### src/rtl/id_ex_stage.sv
// ---------------------------------------------------------------------------
// id_ex_stage
//
// Decode-to-execute pipeline register. It holds one decoded instruction and
// selects the ALU operands from rs1/PC and rs2/immediate. It resolves
// EX/MEM and MEM/WB bypasses and guards against load-use hazards.
//
// Build option: `ID_EX_FORWARD_EN
//   defined   : operand forwarding, stall refresh, load-use hazard only.
//   undefined : operands come from stored data only. ID stalls while any
//               in-flight writer (held entry, EX/MEM, MEM/WB) targets one
//               of its non-zero source registers.
//
// Ports
//   clk, rst            rising-edge clock, synchronous active-high reset
//   id_valid/id_ready   ID -> stage handshake
//   id_*                decoded instruction fields from ID
//   flush               kill the held entry and refuse ID this cycle
//   exm_*, wb_*         EX/MEM and MEM/WB writeback (forwarding sources)
//   ex_valid/ex_ready   stage -> EX handshake
//   alu_op1/alu_op2     ALU operands (combinational from the forwarding muxes)
//   alu_func/funct7/funct3, ex_store_data, ex_rd_addr, ex_reg_write,
//   ex_mem_read, ex_mem_write   registered instruction fields for EX
// ---------------------------------------------------------------------------
module id_ex_stage #(
    parameter int WIDTH = 32
) (
    input  logic             clk,
    input  logic             rst,

    input  logic             id_valid,
    output logic             id_ready,
    input  logic [WIDTH-1:0] id_pc,
    input  logic [WIDTH-1:0] id_rs1_data,
    input  logic [WIDTH-1:0] id_rs2_data,
    input  logic [WIDTH-1:0] id_imm,
    input  logic [4:0]       id_rs1_addr,
    input  logic [4:0]       id_rs2_addr,
    input  logic [4:0]       id_rd_addr,
    input  logic [3:0]       id_alu_func,
    input  logic [6:0]       id_funct7,
    input  logic [2:0]       id_funct3,
    input  logic             id_op1_sel,
    input  logic             id_op2_sel,
    input  logic             id_reg_write,
    input  logic             id_mem_read,
    input  logic             id_mem_write,

    input  logic             flush,

    input  logic             exm_reg_write,
    input  logic [4:0]       exm_rd_addr,
    input  logic [WIDTH-1:0] exm_result,
    input  logic             wb_reg_write,
    input  logic [4:0]       wb_rd_addr,
    input  logic [WIDTH-1:0] wb_result,

    output logic             ex_valid,
    input  logic             ex_ready,
    output logic [WIDTH-1:0] alu_op1,
    output logic [WIDTH-1:0] alu_op2,
    output logic [3:0]       alu_func,
    output logic [6:0]       funct7,
    output logic [2:0]       funct3,
    output logic [WIDTH-1:0] ex_store_data,
    output logic [4:0]       ex_rd_addr,
    output logic             ex_reg_write,
    output logic             ex_mem_read,
    output logic             ex_mem_write
);

    // Handshake: a side transfers on a rising edge where its valid and ready
    // are both high. valid never depends on ready. Once raised, ex_valid and
    // the entry stay stable until EX takes them or a flush kills them.
    // id_ready is combinational and is low whenever flush is high.

    // Held entry
    logic             valid;
    logic [WIDTH-1:0] held_pc;
    logic [WIDTH-1:0] held_rs1_data;
    logic [WIDTH-1:0] held_rs2_data;
    logic [WIDTH-1:0] held_imm;
    logic [4:0]       held_rs1_addr;
    logic [4:0]       held_rs2_addr;
    logic [4:0]       held_rd_addr;
    logic [3:0]       held_alu_func;
    logic [6:0]       held_funct7;
    logic [2:0]       held_funct3;
    logic             held_op1_sel;
    logic             held_op2_sel;
    logic             held_reg_write;
    logic             held_mem_read;
    logic             held_mem_write;

    logic [WIDTH-1:0] rs1_fwd;
    logic [WIDTH-1:0] rs2_fwd;
    logic             hazard;
    logic             in_xfer;
    logic             out_xfer;

`ifdef ID_EX_FORWARD_EN
    // EX/MEM is the younger producer and so takes priority over MEM/WB.
    // x0 is hard-wired to zero and must never pick up a bypassed value.
    always_comb begin
        rs1_fwd = held_rs1_data;
        if (held_rs1_addr != 5'd0) begin
            if (exm_reg_write && exm_rd_addr == held_rs1_addr)
                rs1_fwd = exm_result;
            else if (wb_reg_write && wb_rd_addr == held_rs1_addr)
                rs1_fwd = wb_result;
        end
    end

    always_comb begin
        rs2_fwd = held_rs2_data;
        if (held_rs2_addr != 5'd0) begin
            if (exm_reg_write && exm_rd_addr == held_rs2_addr)
                rs2_fwd = exm_result;
            else if (wb_reg_write && wb_rd_addr == held_rs2_addr)
                rs2_fwd = wb_result;
        end
    end

    // Load-use: the load data only exists at MEM/WB, so a dependent
    // instruction must wait one bubble behind the load. The check ignores the
    // operand selects on purpose; an extra stall is harmless.
    always_comb begin
        hazard = valid && held_mem_read && (held_rd_addr != 5'd0) &&
                 ((held_rd_addr == id_rs1_addr) || (held_rd_addr == id_rs2_addr));
    end
`else
    logic rs1_busy;
    logic rs2_busy;
    logic unused_results;

    always_comb begin
        rs1_fwd = held_rs1_data;
        rs2_fwd = held_rs2_data;
    end

    // Without bypassing, ID waits until every in-flight writer of its
    // sources has reached the register file.
    always_comb begin
        rs1_busy = (id_rs1_addr != 5'd0) &&
                   ((valid && held_reg_write && held_rd_addr == id_rs1_addr) ||
                    (exm_reg_write && exm_rd_addr == id_rs1_addr) ||
                    (wb_reg_write && wb_rd_addr == id_rs1_addr));
        rs2_busy = (id_rs2_addr != 5'd0) &&
                   ((valid && held_reg_write && held_rd_addr == id_rs2_addr) ||
                    (exm_reg_write && exm_rd_addr == id_rs2_addr) ||
                    (wb_reg_write && wb_rd_addr == id_rs2_addr));
        hazard   = rs1_busy || rs2_busy;
    end

    // Writeback values are only needed when bypassing is built in.
    assign unused_results = ^{exm_result, wb_result};
`endif

    assign id_ready = !flush && !hazard && (!valid || ex_ready);
    assign in_xfer  = id_valid && id_ready;
    assign out_xfer = valid && ex_ready;

    always_ff @(posedge clk) begin
        if (rst) begin
            valid          <= 1'b0;
            held_pc        <= '0;
            held_rs1_data  <= '0;
            held_rs2_data  <= '0;
            held_imm       <= '0;
            held_rs1_addr  <= '0;
            held_rs2_addr  <= '0;
            held_rd_addr   <= '0;
            held_alu_func  <= '0;
            held_funct7    <= '0;
            held_funct3    <= '0;
            held_op1_sel   <= 1'b0;
            held_op2_sel   <= 1'b0;
            held_reg_write <= 1'b0;
            held_mem_read  <= 1'b0;
            held_mem_write <= 1'b0;
        end else if (flush) begin
            // id_ready is low during flush, so no capture can race this.
            valid <= 1'b0;
        end else if (in_xfer) begin
            valid          <= 1'b1;
            held_pc        <= id_pc;
            held_rs1_data  <= id_rs1_data;
            held_rs2_data  <= id_rs2_data;
            held_imm       <= id_imm;
            held_rs1_addr  <= id_rs1_addr;
            held_rs2_addr  <= id_rs2_addr;
            held_rd_addr   <= id_rd_addr;
            held_alu_func  <= id_alu_func;
            held_funct7    <= id_funct7;
            held_funct3    <= id_funct3;
            held_op1_sel   <= id_op1_sel;
            held_op2_sel   <= id_op2_sel;
            held_reg_write <= id_reg_write;
            held_mem_read  <= id_mem_read;
            held_mem_write <= id_mem_write;
        end else if (out_xfer) begin
            valid <= 1'b0;
        end else if (valid) begin
`ifdef ID_EX_FORWARD_EN
            // Stalled: latch the bypassed values so a producer that retires
            // during the stall does not take its result with it.
            held_rs1_data <= rs1_fwd;
            held_rs2_data <= rs2_fwd;
`endif
        end
    end

    assign ex_valid      = valid;
    assign alu_op1       = held_op1_sel ? held_pc  : rs1_fwd;
    assign alu_op2       = held_op2_sel ? held_imm : rs2_fwd;
    assign ex_store_data = rs2_fwd;
    assign alu_func      = held_alu_func;
    assign funct7        = held_funct7;
    assign funct3        = held_funct3;
    assign ex_rd_addr    = held_rd_addr;
    assign ex_reg_write  = held_reg_write;
    assign ex_mem_read   = held_mem_read;
    assign ex_mem_write  = held_mem_write;

endmodule

### config.mk
export PLATFORM = sky130hd
export DESIGN_NAME = id_ex_stage
export DESIGN_NICKNAME = d
export VERILOG_FILES = /design/src/rtl/id_ex_stage.sv
export SDC_FILE = /design/constraint.sdc
export NUM_CORES = 1
export LEC_CHECK = 0
export ABC_AREA = 1
export CAP_MARGIN = 5
export CELL_PAD_IN_SITES_DETAIL_PLACEMENT = 1
export CELL_PAD_IN_SITES_GLOBAL_PLACEMENT = 1
export CORE_UTILIZATION = 31
export CTS_BUF_LIST = sky130_fd_sc_hd__clkbuf_16
export DETAILED_ROUTE_END_ITERATION = 10
export PLACE_DENSITY_LB_ADDON = 0.1
export SLEW_MARGIN = 20
export SYNTH_ARGS = -nofsm -noshare
export SYNTH_HDL_FRONTEND = slang
export SYNTH_SLANG_ARGS = --single-unit
### constraint.sdc
create_clock -name clk -period 3.73 [get_ports clk]
set_input_delay 0.746 -clock clk [delete_from_list [all_inputs] [get_ports clk]]
set_output_delay 0.746 -clock clk [all_outputs]
set_load 0.02 [all_outputs]
### Word level (Yosys, flattened, before mapping)

Index checks and enable logic that the tools add are counted.

| word-level totals | value |
|---|---|
| bits in writable memories | 0 |
| input port bits | 243 |
| output and inout bits | 120 |
| ROM bits | 0 |
| latch bits | 0 |
| register bits | 153 |
| memories | 0 |
| logic and storage cells | 52 |

| cells by class | value |
|---|---|
| multiply operators | 0 |
| multiplexer cells | 4 |
| shift operators | 0 |
| reduce and logical (&&, ||, !) cells | 27 |
| divide/modulo/power cells | 0 |
| bitwise operators | 1 |
| add/subtract/negate cells | 0 |
| order comparisons | 0 |
| eq/ne operators | 6 |

Operators by type and width:

| operator | number |
|---|---|
| 2-to-1 mux 32 bit | 2 |
| == test 5 bit | 6 |
| logical AND 1 bit | 13 |
| nonzero test 5 bit | 2 |
| logical OR 1 bit | 6 |
| logical NOT 1 bit | 3 |
| 2-to-1 mux 1 bit | 2 |
| AND reduction 2 bit | 1 |
| nonzero test 2 bit | 1 |
| OR reduction 2 bit | 1 |
| NOT 1 bit | 1 |

### Longest topological paths before layout

| logic depth | value |
|---|---|
| depth after elaboration | 11 |
| gate-level depth with buffers | 13 |
| depth with buffers taken out | 11 |

### Worst setup path before layout

OpenSTA, ideal clock, no wires.

| path | value |
|---|---|
| path kind | in2out |
| start | input port id_rs1_addr[0] |
| end | output port id_ready |
| path slack | 1.476 ns |
| required time | 2.984 ns |
| stages on the path | 9 |
| arrival | 1.508 ns |
| buffers on the path | 0 |
| cell sequence | inv_2 -> nand2_1 -> o21ai_0 -> nor2_1 -> nand3_1 -> nand3_1 -> nand2_2 -> nand3_2 -> inv_1 |

| between the ends | value |
|---|---|
| cells in the longest elaborated chain, start to end | 9 |
| elaborated cells on any way between the ends | 14 |
| classes of those cells | eq/ne: 3; reduce/logical: 11 |

Ends and longest elaborated chain:

| element | line | text |
|---|---|---|
| start: declaration | 37 | `input logic [4:0] id_rs1_addr,` |
| == test 5 bit, on equally long branches | 145, 146 |  |
| logical AND 1 bit, on equally long branches | 145, 146 |  |
| logical OR 1 bit | 145 | `((valid && held_reg_write && held_rd_addr == id_rs1_addr) \|\|` |
| logical OR 1 bit | 146 | `(exm_reg_write && exm_rd_addr == id_rs1_addr) \|\|` |
| logical AND 1 bit (*) | 144 | `rs1_busy = (id_rs1_addr != 5'd0) &&` |
| logical OR 1 bit (*) | 152 | `hazard = rs1_busy \|\| rs2_busy;` |
| logical NOT 1 bit (*) | 159 | `assign id_ready = !flush && !hazard && (!valid \|\| ex_ready);` |
| logical AND 1 bit (*) (2 in a row) | 159 |  |
| end: declaration | 32 | `output logic id_ready,` |

Mark *: on every way between the ends. The rest lies on a longest branch, timed or not.

### Worst setup path in the final report

| path | value |
|---|---|
| start | input port id_rs1_addr[4] |
| end | output port id_ready |

The elaborated chain is that of the path after synthesis.

==> flow_metrics.env <==
export IMPL_r2r_end="ex_store_data[6]"
export IMPL_period_minus_slack_ns=3.48
export IMPL_syn_nets=1462
export IMPL_skew_ns=0.0104
export IMPL_cts_tree="done"
export IMPL_hp_class="reg2reg"
export IMPL_mappedNetlistArea_um2=8100
export IMPL_h_tree_depth=4
export IMPL_period_share_pct=93.4
export IMPL_slew_violations=0
export IMPL_maxCapViolCount=0
export IMPL_ioPinCount=363
export IMPL_wire_per_inst_um=15.5
export IMPL_die_h_um=164
export IMPL_dr_pass1_iters=4
export IMPL_ys_warnings_count=0
export IMPL_finalSetupTns_ns=0
export IMPL_setup_viol=0
export IMPL_rsz0062_at_grt="false"
export IMPL_cp_start_kind="input pin"
export IMPL_place_area_um2=11200
export IMPL_grt_max_degree=154
export IMPL_critPathSlowestCell="clkdlybuf4s50_1"
export IMPL_crit_arrival_ns=2.74
export IMPL_r2r_start="ex_rd_addr[2]"
export IMPL_crit_start="id_rs1_addr[4]"
export IMPL_max_stage_delay_ns=0.60
export IMPL_fillCellCount=3263
export IMPL_clock_sinks=153
export IMPL_grt_pass1_wl_um=43700
export IMPL_path_max_fanout=5
export IMPL_postCtsHoldBufs=0
export IMPL_vias_per_cell=4.68
export IMPL_cts_resized=0
export IMPL_crit_type="in2out"
export IMPL_hold_viol_final=0
export IMPL_clockBufferDepth=2
export IMPL_routed_wl_um=28000
export IMPL_grt_ovfl_total=0
export IMPL_ir_drop_mv=0.192
export IMPL_outcome="finished, final reports clean"
export IMPL_initial_core_util_pct=31.9
export IMPL_hold_path_depth=2
export IMPL_fmax_mhz=287
export IMPL_drive_gt1_share_pct=8.35
export IMPL_nNetsFinal=1703
export IMPL_place_congestion=0.840
export IMPL_reg2reg_setup_slack_ns=1.55
export IMPL_cp_endpoint="id_ready"
export IMPL_drtIter0Drc=442
export IMPL_grt_pass1_vias=8230
export IMPL_slew_headroom_pct=49.1
export IMPL_avgSynthCellArea_um2=6.65
export IMPL_clk_latency_ns=0.42
export IMPL_yosys_cell_types_count=22
export IMPL_hpwlAfterDp_um=18400
export IMPL_grt_use_total_pct=20.8
export IMPL_cts_buffers_inserted=17
export IMPL_vias=8452
export IMPL_dieWidth_um=164
export IMPL_worstPathCellList="clkdlybuf4s50_1 > nand2_1 > a22oi_1 > nand3_1 > nand3_1 > nand2_4 > nand3_2 > inv_1 > clkdlybuf4s50_1"
export IMPL_root_buffer="clkbuf_16"
export IMPL_ys_seq_elements=153
export IMPL_critical_path_endpoint_type="output pin"
export IMPL_worst_pin_slew_ns=0.764
export IMPL_leakagePower_nw=5.51
export IMPL_synthCells=1219
export IMPL_die_area_um2=26800
export IMPL_cp_required_ns=2.98
export IMPL_hold_start="held_rs1_data[3]"
export IMPL_clk_pin_slew_worst_paths_ns=0.06
export IMPL_ys_seq_area_share_pct=37.8
export IMPL_core_area_um2=25400
export IMPL_p_per_area_nw_per_um2=397
export IMPL_antenna_found_initial=3
export IMPL_r2r_cells=9
export IMPL_drc=0
export IMPL_row_count=58
export IMPL_antenna_left=0
export IMPL_post_cts_buffers=0
export IMPL_io_buffers=298
export IMPL_final_area_um2=11800
export IMPL_areaGrowthSynthToFinish_pct=45.8
## logic make-up (layout without fill, tap and decap cells)
kind of cell           Yosys count  after routing  synth area share [%]
AO/OA/AOI/OAI                   11             11                 0.757
buffers and inverters          273            527                  14.2
AND/OR/NAND/NOR                718            718                  38.3
other                            0              3                     0
flip-flops                     153            153                  37.8
multiplexers                    64             64                  8.90
## state kept, by name, indices dropped and copies added (netlist names), 3 cells and up
| name | count |
|---|---|
| funct7 | 7 |
| alu_func | 4 |
| ex_store_data | 32 |
| held_rs1_data | 32 |
| held_imm | 32 |
| ex_rd_addr | 5 |
| held_pc | 32 |
| funct3 | 3 |
## Yosys cell counts, drive strengths merged
cell,number,area share [%]
clkbuf,33,1.5
nor3,2,0.12
dfxtp,153,38
a22oi,1,0.093
nand3,11,0.74
a21oi,3,0.23
nand2,227,11
nor2,326,15
mux2,64,8.9
o21ai,7,0.43
buf,56,4.1
nand4,152,12
inv,184,8.5
## worst min path at each step
stage	endpoint
6_report	held_rs1_data[3]
5_1_grt	held_rs1_data[3]
4_1_cts	held_rs1_data[4]
3_5_place_dp	held_rs1_data[3]
3_3_place_gp	held_rs1_data[15]
2_1_floorplan	held_imm[10]
## stage by stage
| step | total power (W) | worst slack, ns | hold WS (ns) | cells | utilization, % |
|---|---|---|---|---|---|
| 2_1_floorplan | 0.00250 | 1.48 | 0.449 | 1219 | - |
| 3_3_place_gp | 0.00304 | 0.260 | 0.458 | 1771 | 44.2 |
| 3_5_place_dp | 0.00306 | 0.230 | 0.469 | 1771 | 44.2 |
| 4_1_cts | 0.00478 | 0.223 | 0.483 | 1803 | 46.5 |
| 5_1_grt | 0.00494 | 0.0541 | 0.493 | 1804 | 46.5 |
| 6_report | 0.00469 | 0.247 | 0.476 | 1806 | 46.5 |
## layer usage
metal  up-vias  routed length, um  GRT usage [%]
met1      3921              12400           25.6
met5         -                  0              0
met2       199              12900           34.2
met3        23               2200           6.93
li1       4309                  -              -
met4         0                463           6.06
## where the power goes
group	switching, W	leakage [nW]	internal (W)	total (W)
Combinational	0.000596	3.97	0.000569	0.00117
Clock	0.000746	0.276	0.000933	0.00168
Sequential	0.0000853	1.26	0.00176	0.00185
## placed cells by master, fill, tap and decap left out, types with 2 or more instances in the layout
| cell | synthesis | final |
|---|---|---|
| clkinvlp_4 | 0 | 2 |
| clkdlybuf4s50_1 | 0 | 297 |
| nor2_1 | 325 | 325 |
| a21oi_1 | 2 | 2 |
| inv_1 | 175 | 176 |
| inv_2 | 9 | 8 |
| buf_12 | 0 | 7 |
| dfxtp_1 | 153 | 151 |
| o21ai_0 | 2 | 2 |
| diode_2 | 0 | 3 |
| mux2_2 | 64 | 64 |
| buf_4 | 8 | 7 |
| inv_6 | 0 | 5 |
| o21ai_1 | 5 | 5 |
| nand4_1 | 152 | 152 |
| dfxtp_2 | 0 | 2 |
| clkbuf_16 | 0 | 17 |
| nand2_1 | 226 | 226 |
| clkinv_4 | 0 | 4 |
| nand3_1 | 10 | 10 |
| nor3_1 | 2 | 2 |
## worst max-delay path, delay by kind of cell
family,cells,cell delay (ns)
AOI/OAI and AO/OA,1,0.25
buffers and inverters,3,1.23
and+or+nand+nor,5,0.51
## layout make-up
cell class	count	area, um2	area share [%]
Tap cell	330	413	3.50
Antenna cell	3	7.51	0.0635
Timing Repair Buffer	311	3170	26.8
Sequential cell	153	3070	25.9
Clock buffer	17	425	3.60
Inverter	184	693	5.87
Multi-Input combinational cell	793	3900	33.0
Clock inverter	15	143	1.21
(Power assumes the default switching activity.)
